## src/rtl/vga_pixel_out_pkg.sv

```systemverilog
// vga_pixel_out_pkg: shared fade FSM state encoding and channel count.
//   fade_state_t : FULL, FADING_OUT, DARK, FADING_IN
//   NCH          : number of colour channels (R, G, B)
package vga_pixel_out_pkg;
    typedef enum logic [1:0] {FULL, FADING_OUT, DARK, FADING_IN} fade_state_t;
    localparam int NCH = 3;
endpackage

```

## src/rtl/vga_pixel_out_if.sv

```systemverilog
// vga_pixel_out_if: video bus between the timing generator and vga_pixel_out.
//   hen/ven        : horizontal/vertical active-video enables
//   hsync_in/vsync_in, colors_in : raw syncs and {R,G,B} pixel colour
//   colors, hsync, vsync         : aligned, gated and faded outputs
//   master = video source side, slave = vga_pixel_out side
interface vga_pixel_out_if #(parameter int CW = 4);
    logic                                 hen;
    logic                                 ven;
    logic                                 hsync_in;
    logic                                 vsync_in;
    logic [vga_pixel_out_pkg::NCH*CW-1:0] colors_in;
    logic [vga_pixel_out_pkg::NCH*CW-1:0] colors;
    logic                                 hsync;
    logic                                 vsync;
    modport master (output hen, ven, hsync_in, vsync_in, colors_in, input colors, hsync, vsync);
    modport slave (input hen, ven, hsync_in, vsync_in, colors_in, output colors, hsync, vsync);
endinterface

```

## src/rtl/vga_fade_ctrl.sv

```systemverilog
// vga_fade_ctrl: frame-tick counter and fade FSM producing the brightness level.
//   clk25m, rst               : pixel clock, async active-high reset
//   ven                       : raw vertical enable; its 1->0 edge is the frame tick
//   fade_out_req, fade_in_req : single-cycle fade requests (out wins when both high)
//   fade_level                : brightness, 0 = black, all ones = full
//   fade_busy                 : high while fading out or in
module vga_fade_ctrl import vga_pixel_out_pkg::*; #(
    parameter int CW          = 4,
    parameter int STEP_FRAMES = 2
) (
    input  logic          clk25m,
    input  logic          rst,
    input  logic          ven,
    input  logic          fade_out_req,
    input  logic          fade_in_req,
    output logic [CW-1:0] fade_level,
    output logic          fade_busy
);
    localparam logic [CW-1:0] MAX  = '1;
    localparam logic [3:0]    LAST = 4'(STEP_FRAMES - 1);
    fade_state_t state;
    logic        ven_q;
    logic [3:0]  cnt;
    logic        tick, wrap, go_out, go_in;
    assign tick   = ven_q & ~ven;
    assign wrap   = tick && cnt == LAST;
    assign go_out = fade_out_req && (state == FULL || state == FADING_IN);
    // a simultaneous fade_out_req suppresses fade_in_req even where the out request is ignored
    assign go_in  = fade_in_req && !fade_out_req && (state == DARK || state == FADING_OUT);
    always_ff @(posedge clk25m or posedge rst)
        if (rst) begin
            state      <= FULL;
            fade_level <= MAX;
            fade_busy  <= 1'b0;
            cnt        <= '0;
            ven_q      <= 1'b0;
        end else begin
            ven_q <= ven;
            if (go_out || go_in) begin
                state     <= go_out ? FADING_OUT : FADING_IN;
                fade_busy <= 1'b1;
                cnt       <= '0;
            end else if (tick) begin
                cnt <= wrap ? '0 : cnt + 4'd1;
                if (wrap && state == FADING_OUT) begin
                    fade_level <= fade_level - CW'(1);
                    if (fade_level == CW'(1)) begin
                        state     <= DARK;
                        fade_busy <= 1'b0;
                    end
                end
                if (wrap && state == FADING_IN) begin
                    fade_level <= fade_level + CW'(1);
                    if (fade_level == MAX - CW'(1)) begin
                        state     <= FULL;
                        fade_busy <= 1'b0;
                    end
                end
            end
        end
endmodule

```

## src/rtl/vga_pixel_out.sv

```systemverilog
// vga_pixel_out: delays video by DELAY clocks, blanks outside active video, applies fade.
//   clk25m, rst               : pixel clock, async active-high reset
//   vid (slave)               : video bus in/out, see vga_pixel_out_if
//   fade_out_req, fade_in_req : fade requests forwarded to vga_fade_ctrl
//   fade_busy, fade_level     : fade status
module vga_pixel_out import vga_pixel_out_pkg::*; #(
    parameter int CW          = 4,
    parameter int DELAY       = 1,
    parameter int STEP_FRAMES = 2
) (
    input  logic            clk25m,
    input  logic            rst,
    vga_pixel_out_if.slave  vid,
    input  logic            fade_out_req,
    input  logic            fade_in_req,
    output logic            fade_busy,
    output logic [CW-1:0]   fade_level
);
    localparam int            W   = NCH * CW + 4;
    localparam logic [CW-1:0] MAX = '1;
    logic [W-1:0]      din, tap;
    logic [CW-1:0]     dim;
    logic [NCH*CW-1:0] shaded;
    vga_fade_ctrl #(.CW(CW), .STEP_FRAMES(STEP_FRAMES)) u_fade (
        .clk25m      (clk25m),
        .rst         (rst),
        .ven         (vid.ven),
        .fade_out_req(fade_out_req),
        .fade_in_req (fade_in_req),
        .fade_level  (fade_level),
        .fade_busy   (fade_busy)
    );
    assign din = {vid.hen, vid.ven, vid.hsync_in, vid.vsync_in, vid.colors_in};
    // DELAY-1 raw stages; the output register below is the final stage
    for (genvar i = 0; i < DELAY - 1; i++) begin : g_stage
        logic [W-1:0] q;
        if (i == 0) begin : g_first
            always_ff @(posedge clk25m or posedge rst)
                if (rst) q <= '0;
                else q <= din;
        end else begin : g_next
            always_ff @(posedge clk25m or posedge rst)
                if (rst) q <= '0;
                else q <= g_stage[i-1].q;
        end
    end
    if (DELAY == 1) begin : g_tap_direct
        assign tap = din;
    end else begin : g_tap_stage
        assign tap = g_stage[DELAY-2].q;
    end
    // subtracting (MAX - level) per channel, clamped at 0, gives a linear fade to black
    assign dim = MAX - fade_level;
    for (genvar c = 0; c < NCH; c++) begin : g_ch
        assign shaded[c*CW +: CW] = (tap[W-1] && tap[W-2] && tap[c*CW +: CW] > dim) ? tap[c*CW +: CW] - dim : '0;
    end
    always_ff @(posedge clk25m or posedge rst)
        if (rst) begin
            vid.colors <= '0;
            vid.hsync  <= 1'b0;
            vid.vsync  <= 1'b0;
        end else begin
            vid.colors <= shaded;
            vid.hsync  <= tap[W-3];
            vid.vsync  <= tap[W-4];
        end
endmodule
```

## src/flat_wrapper.sv

```systemverilog
// flat-port wrapper written by rule: the top's interface ports become plain ports
module vga_pixel_out_flat import vga_pixel_out_pkg::*;
#(
    parameter int CW          = 4,
    parameter int DELAY       = 1,
    parameter int STEP_FRAMES = 2
)
  (clk25m, rst, fade_out_req, fade_in_req, fade_busy, fade_level, vid_hen, vid_ven, vid_hsync_in, vid_vsync_in, vid_colors_in, vid_colors, vid_hsync, vid_vsync);
  vga_pixel_out_if #(.CW(CW)) vid_i ();
  input  logic clk25m;
  input  logic rst;
  input  logic fade_out_req;
  input  logic fade_in_req;
  output logic fade_busy;
  output logic [CW-1:0] fade_level;
  input wire logic [$bits(vid_i.hen)-1:0] vid_hen;
  input wire logic [$bits(vid_i.ven)-1:0] vid_ven;
  input wire logic [$bits(vid_i.hsync_in)-1:0] vid_hsync_in;
  input wire logic [$bits(vid_i.vsync_in)-1:0] vid_vsync_in;
  input wire logic [$bits(vid_i.colors_in)-1:0] vid_colors_in;
  output wire logic [$bits(vid_i.colors)-1:0] vid_colors;
  output wire logic [$bits(vid_i.hsync)-1:0] vid_hsync;
  output wire logic [$bits(vid_i.vsync)-1:0] vid_vsync;
  assign vid_i.hen = vid_hen;
  assign vid_i.ven = vid_ven;
  assign vid_i.hsync_in = vid_hsync_in;
  assign vid_i.vsync_in = vid_vsync_in;
  assign vid_i.colors_in = vid_colors_in;
  assign vid_colors = vid_i.colors;
  assign vid_hsync = vid_i.hsync;
  assign vid_vsync = vid_i.vsync;
  vga_pixel_out #(.CW(CW), .DELAY(DELAY), .STEP_FRAMES(STEP_FRAMES)) u_core (.clk25m(clk25m), .rst(rst), .vid(vid_i), .fade_out_req(fade_out_req), .fade_in_req(fade_in_req), .fade_busy(fade_busy), .fade_level(fade_level));
endmodule
```

## config.mk

```make
export PLATFORM = sky130hd
export DESIGN_NAME = vga_pixel_out_flat
export DESIGN_NICKNAME = d
export VERILOG_FILES = /design/src/rtl/vga_pixel_out_pkg.sv /design/src/rtl/vga_pixel_out_if.sv /design/src/rtl/vga_fade_ctrl.sv /design/src/rtl/vga_pixel_out.sv /design/src/flat_wrapper.sv
export SDC_FILE = /design/constraint.sdc
export NUM_CORES = 1
export LEC_CHECK = 0
export CORE_ASPECT_RATIO = 0.9
export CORE_MARGIN = 2
export CORE_UTILIZATION = 49
export DETAILED_ROUTE_END_ITERATION = 8
export PLACE_DENSITY = 0.79
export SLEW_MARGIN = 25
export SYNTH_ARGS = -nofsm -noshare
export SYNTH_HDL_FRONTEND = slang
export SYNTH_SLANG_ARGS = --single-unit
```

## constraint.sdc

```tcl
create_clock -name clk25m -period 2.36 [get_ports clk25m]
set_input_delay 0.236 -clock clk25m [delete_from_list [all_inputs] [get_ports clk25m]]
set_output_delay 0.236 -clock clk25m [all_outputs]
set_load 0.03 [all_outputs]
```

==> results.cfg <==
[status]
status = complete, no violations

[finish]
num-nets-final = 245
n_antenna_cell = 0
fin_util_pct = 68.2
area_delta_synth_final_pct = 32.1
drive_gt1_share_pct = 8.46
final_cells = 243

[placed_design]
dp.cells = 239
gp_congestion = 0.875
hpwl_um = 2670
place.port_buffers = 38

[die]
std_cell_rows = 19
ioPinCount = 39
chipWidth_um = 63.9
die_h_um = 57.9
dieArea_um2 = 3700
coreArea_um2 = 3070
start_util_pct = 51.7

[critical_path]
path_common_cell = inv_1
timing.rr.end = u_core.vid.colors[7]
reg2reg_depth = 8
crit_buf_inv = 2
critPathKind = register to register
cp-startpoint = u_core.u_fade.fade_level[0]
worstPathArrival_ns = 2.45
worst-r2r-setup-slack_ns = 0.13
crit_path_max_incr_delay_ns = 0.44
path_cells = inv_1 -> ha_1 -> inv_1 -> fa_1 -> a21oi_1 -> nor2b_1 -> o21ai_0 -> nor3_1
r2r-start = u_core.u_fade.fade_level[0]
cp-end-kind = register
cpLargestDelayFamily = adder cells
cp_max_fo = 6
critPathLaunchType = register
worst-path-stages = 8
endpoint = u_core.vid.colors[7]
slowest_stage = dfstp_2
required_ns = 2.57

[clocking]
ctsLongestPathBuffers = 2
ctsHoldBuffers = 0
cts_buffers = 3
post_cts_buffers = 0
cts_resized = 0
cts-htree-levels = 1
cts_tree = done
clk_pin_slew_ns = 0.16
cts.sinks = 26
clk_latency_ns = 0.33
clockRootBuffer = clkbuf_4

[timing]
setup_violations = 0
tightest_slew_ns = 0.493
hold_viol = 0
slew_headroom_pct = 67.1
fin_tns_setup_ns = 0
post-route-min-period_ns = 2.23
fmax_ghz = 0.448
rsz0062_at_grt = false
post-route-period-util_pct = 94.6
fin_worst_skew_ns = 0.0160
slew_violations = 0

[drt]
ant_nets = 0
drc = 0
totalWireLength_um = 3350
first_iter_violations = 76
firstDrtPassIters = 4
wire_per_inst_um = 13.8
vias_per_cell = 5.23
vias = 1271

[min_path]
hold_path_class = input pin to async pin

[power]
vdd_ir_drop_max_v = 0.000668
switching_share_pct = 40.8
power_frac_seq_pct = 32.8
clockPowerShare_pct = 15.1
cellPowerDensity_nw_per_um2 = 984
p_int_mw = 1.22
totalPowerFinal_mw = 2.06
leakagePower_nw = 0.941
p_comb_share_pct = 52.1
switching_power_mw = 0.841

[yosys]
syn-cell-area_um2 = 1580
yosysSeqAreaShare_pct = 41.4
yosysTopAreaCell = dfrtp_1
synthFlopType = dfrtp_1
synthCells = 156
synth_edf_count = 0
netlist_top_cells_area = dfrtp_1 35%, ha_1 16%, dfstp_2 6.6%
yosys_register_bits = 26
syn_avg_cell_area_um2 = 10.2
syn-num-nets = 199
synth_async_sr_flop_share_pct = 100
ys_warn_count = 0
ys_types = 33
synthDominantCellAreaShare_pct = 34.8

[global_route]
antenna_found_initial = 0
grt_first_pass_wirelength_um = 5580
grt_pass1_vias = 1266
overflow = 0
grt.total_usage_pct = 19.3
grt_start_max_net_pins = 16

[run]
max_cap_viol_count = 0
==> routing by layer <==
metal	wire, um	global-route usage (%)	vias to the layer above
met5	0	0	-
met4	24	6.52	0
met3	142	3.11	4
met2	1680	35.0	32
met1	1500	23.5	613
li1	-	-	622
==> registers in the layout (all words and copies together) (netlist names) <==
name and count:
u_core.vid.colors 12, u_core.u_fade.cnt 4, u_core.u_fade.fade_level 4, u_core.u_fade.state 2, u_core.u_fade.fade_busy 1, u_core.u_fade.ven_q 1
u_core.vid.hsync 1, u_core.vid.vsync 1
==> how the worst min path moves through the flow <==
stage	to	start	cells after the start
floorplan	u_core.u_fade.cnt[0]	rst	1
global placement	u_core.u_fade.fade_busy	u_core.u_fade.fade_busy	1
detailed placement	u_core.u_fade.fade_busy	u_core.u_fade.fade_busy	1
CTS	u_core.vid.colors[5]	rst	2
global route	u_core.vid.colors[5]	rst	2
finish	u_core.vid.colors[5]	rst	2
==> cells in the final DEF (no fill, tap or decap), drive strengths merged, types with 2 or more instances in the layout <==
cell / netlist / layout
a211oi: 2 / 2
a21boi: 3 / 3
a21o: 4 / 4
a21oi: 5 / 5
a41oi: 2 / 2
buf: 0 / 3
clkbuf: 0 / 3
clkdlybuf4s50: 0 / 38
dfrtp: 22 / 22
dfstp: 4 / 4
fa: 3 / 3
ha: 20 / 20
inv: 19 / 19
nand2: 6 / 6
nand2b: 2 / 2
nand3: 3 / 3
nand4: 4 / 4
nor2: 14 / 14
nor2b: 6 / 6
nor3: 7 / 7
nor3b: 4 / 4
o21ai: 8 / 8
xnor2: 6 / 6
xor2: 2 / 2
==> metrics by stage <==
| stage | instance area, um2 | hold WS [ns] | worst slack, ns |
|---|---|---|---|
| global route | 2090 | 0.261 | 0.0122 |
| CTS | 2090 | 0.234 | 0.164 |
| detailed placement | 2040 | 0.469 | 0.192 |
| global placement | 2040 | 0.465 | 0.349 |
| finish | 2090 | 0.208 | 0.127 |
| floorplan | 1580 | 0.267 | 0.464 |
==> kinds of logic (layout without fill, tap and decap cells) <==
kind of cell             Yosys count  after routing  synth area share, %
flip-flops                        26             26                 41.4
AND/OR/NAND/NOR                   51             51                 17.2
multiplexers                       1              1                0.711
buffers and inverters             19             64                 4.50
AO/OA/AOI/OAI                     28             28                 12.2
adder cells (fa/ha/maj)           23             23                 19.6
XOR/XNOR                           8              8                 4.42
==> synthesized netlist by cell type (all sizes together) (2+ instances only) <==
cell / number
a211oi: 2
a21boi: 3
a21o: 4
a21oi: 5
a41oi: 2
dfrtp: 22
dfstp: 4
fa: 3
ha: 20
inv: 19
nand2: 6
nand2b: 2
nand3: 3
nand4: 4
nor2: 14
nor2b: 6
nor3: 7
nor3b: 4
o21ai: 8
xnor2: 6
xor2: 2
==> cell type report <==
class                   count  area [um2]
repair buffers             41         403
clock inverters             1        30.0
well taps                  42        52.6
clock buffers               3        22.5
flip-flops and latches     26         656
fillers                   231         975
multi-input cells         111         857
inverters                  19        71.3
==> power by group through the flow <==
stage | Clock, mW | Sequential, mW | Combinational [mW]
finish | 0.311 | 0.676 | 1.07
floorplan | 0 | 0.777 | 0.627
global route | 0.333 | 0.693 | 1.19
global placement | 0 | 0.678 | 1.02
detailed placement | 0 | 0.686 | 1.07
CTS | 0.312 | 0.676 | 1.07
Note: power is estimated with default switching activity, not from simulation.
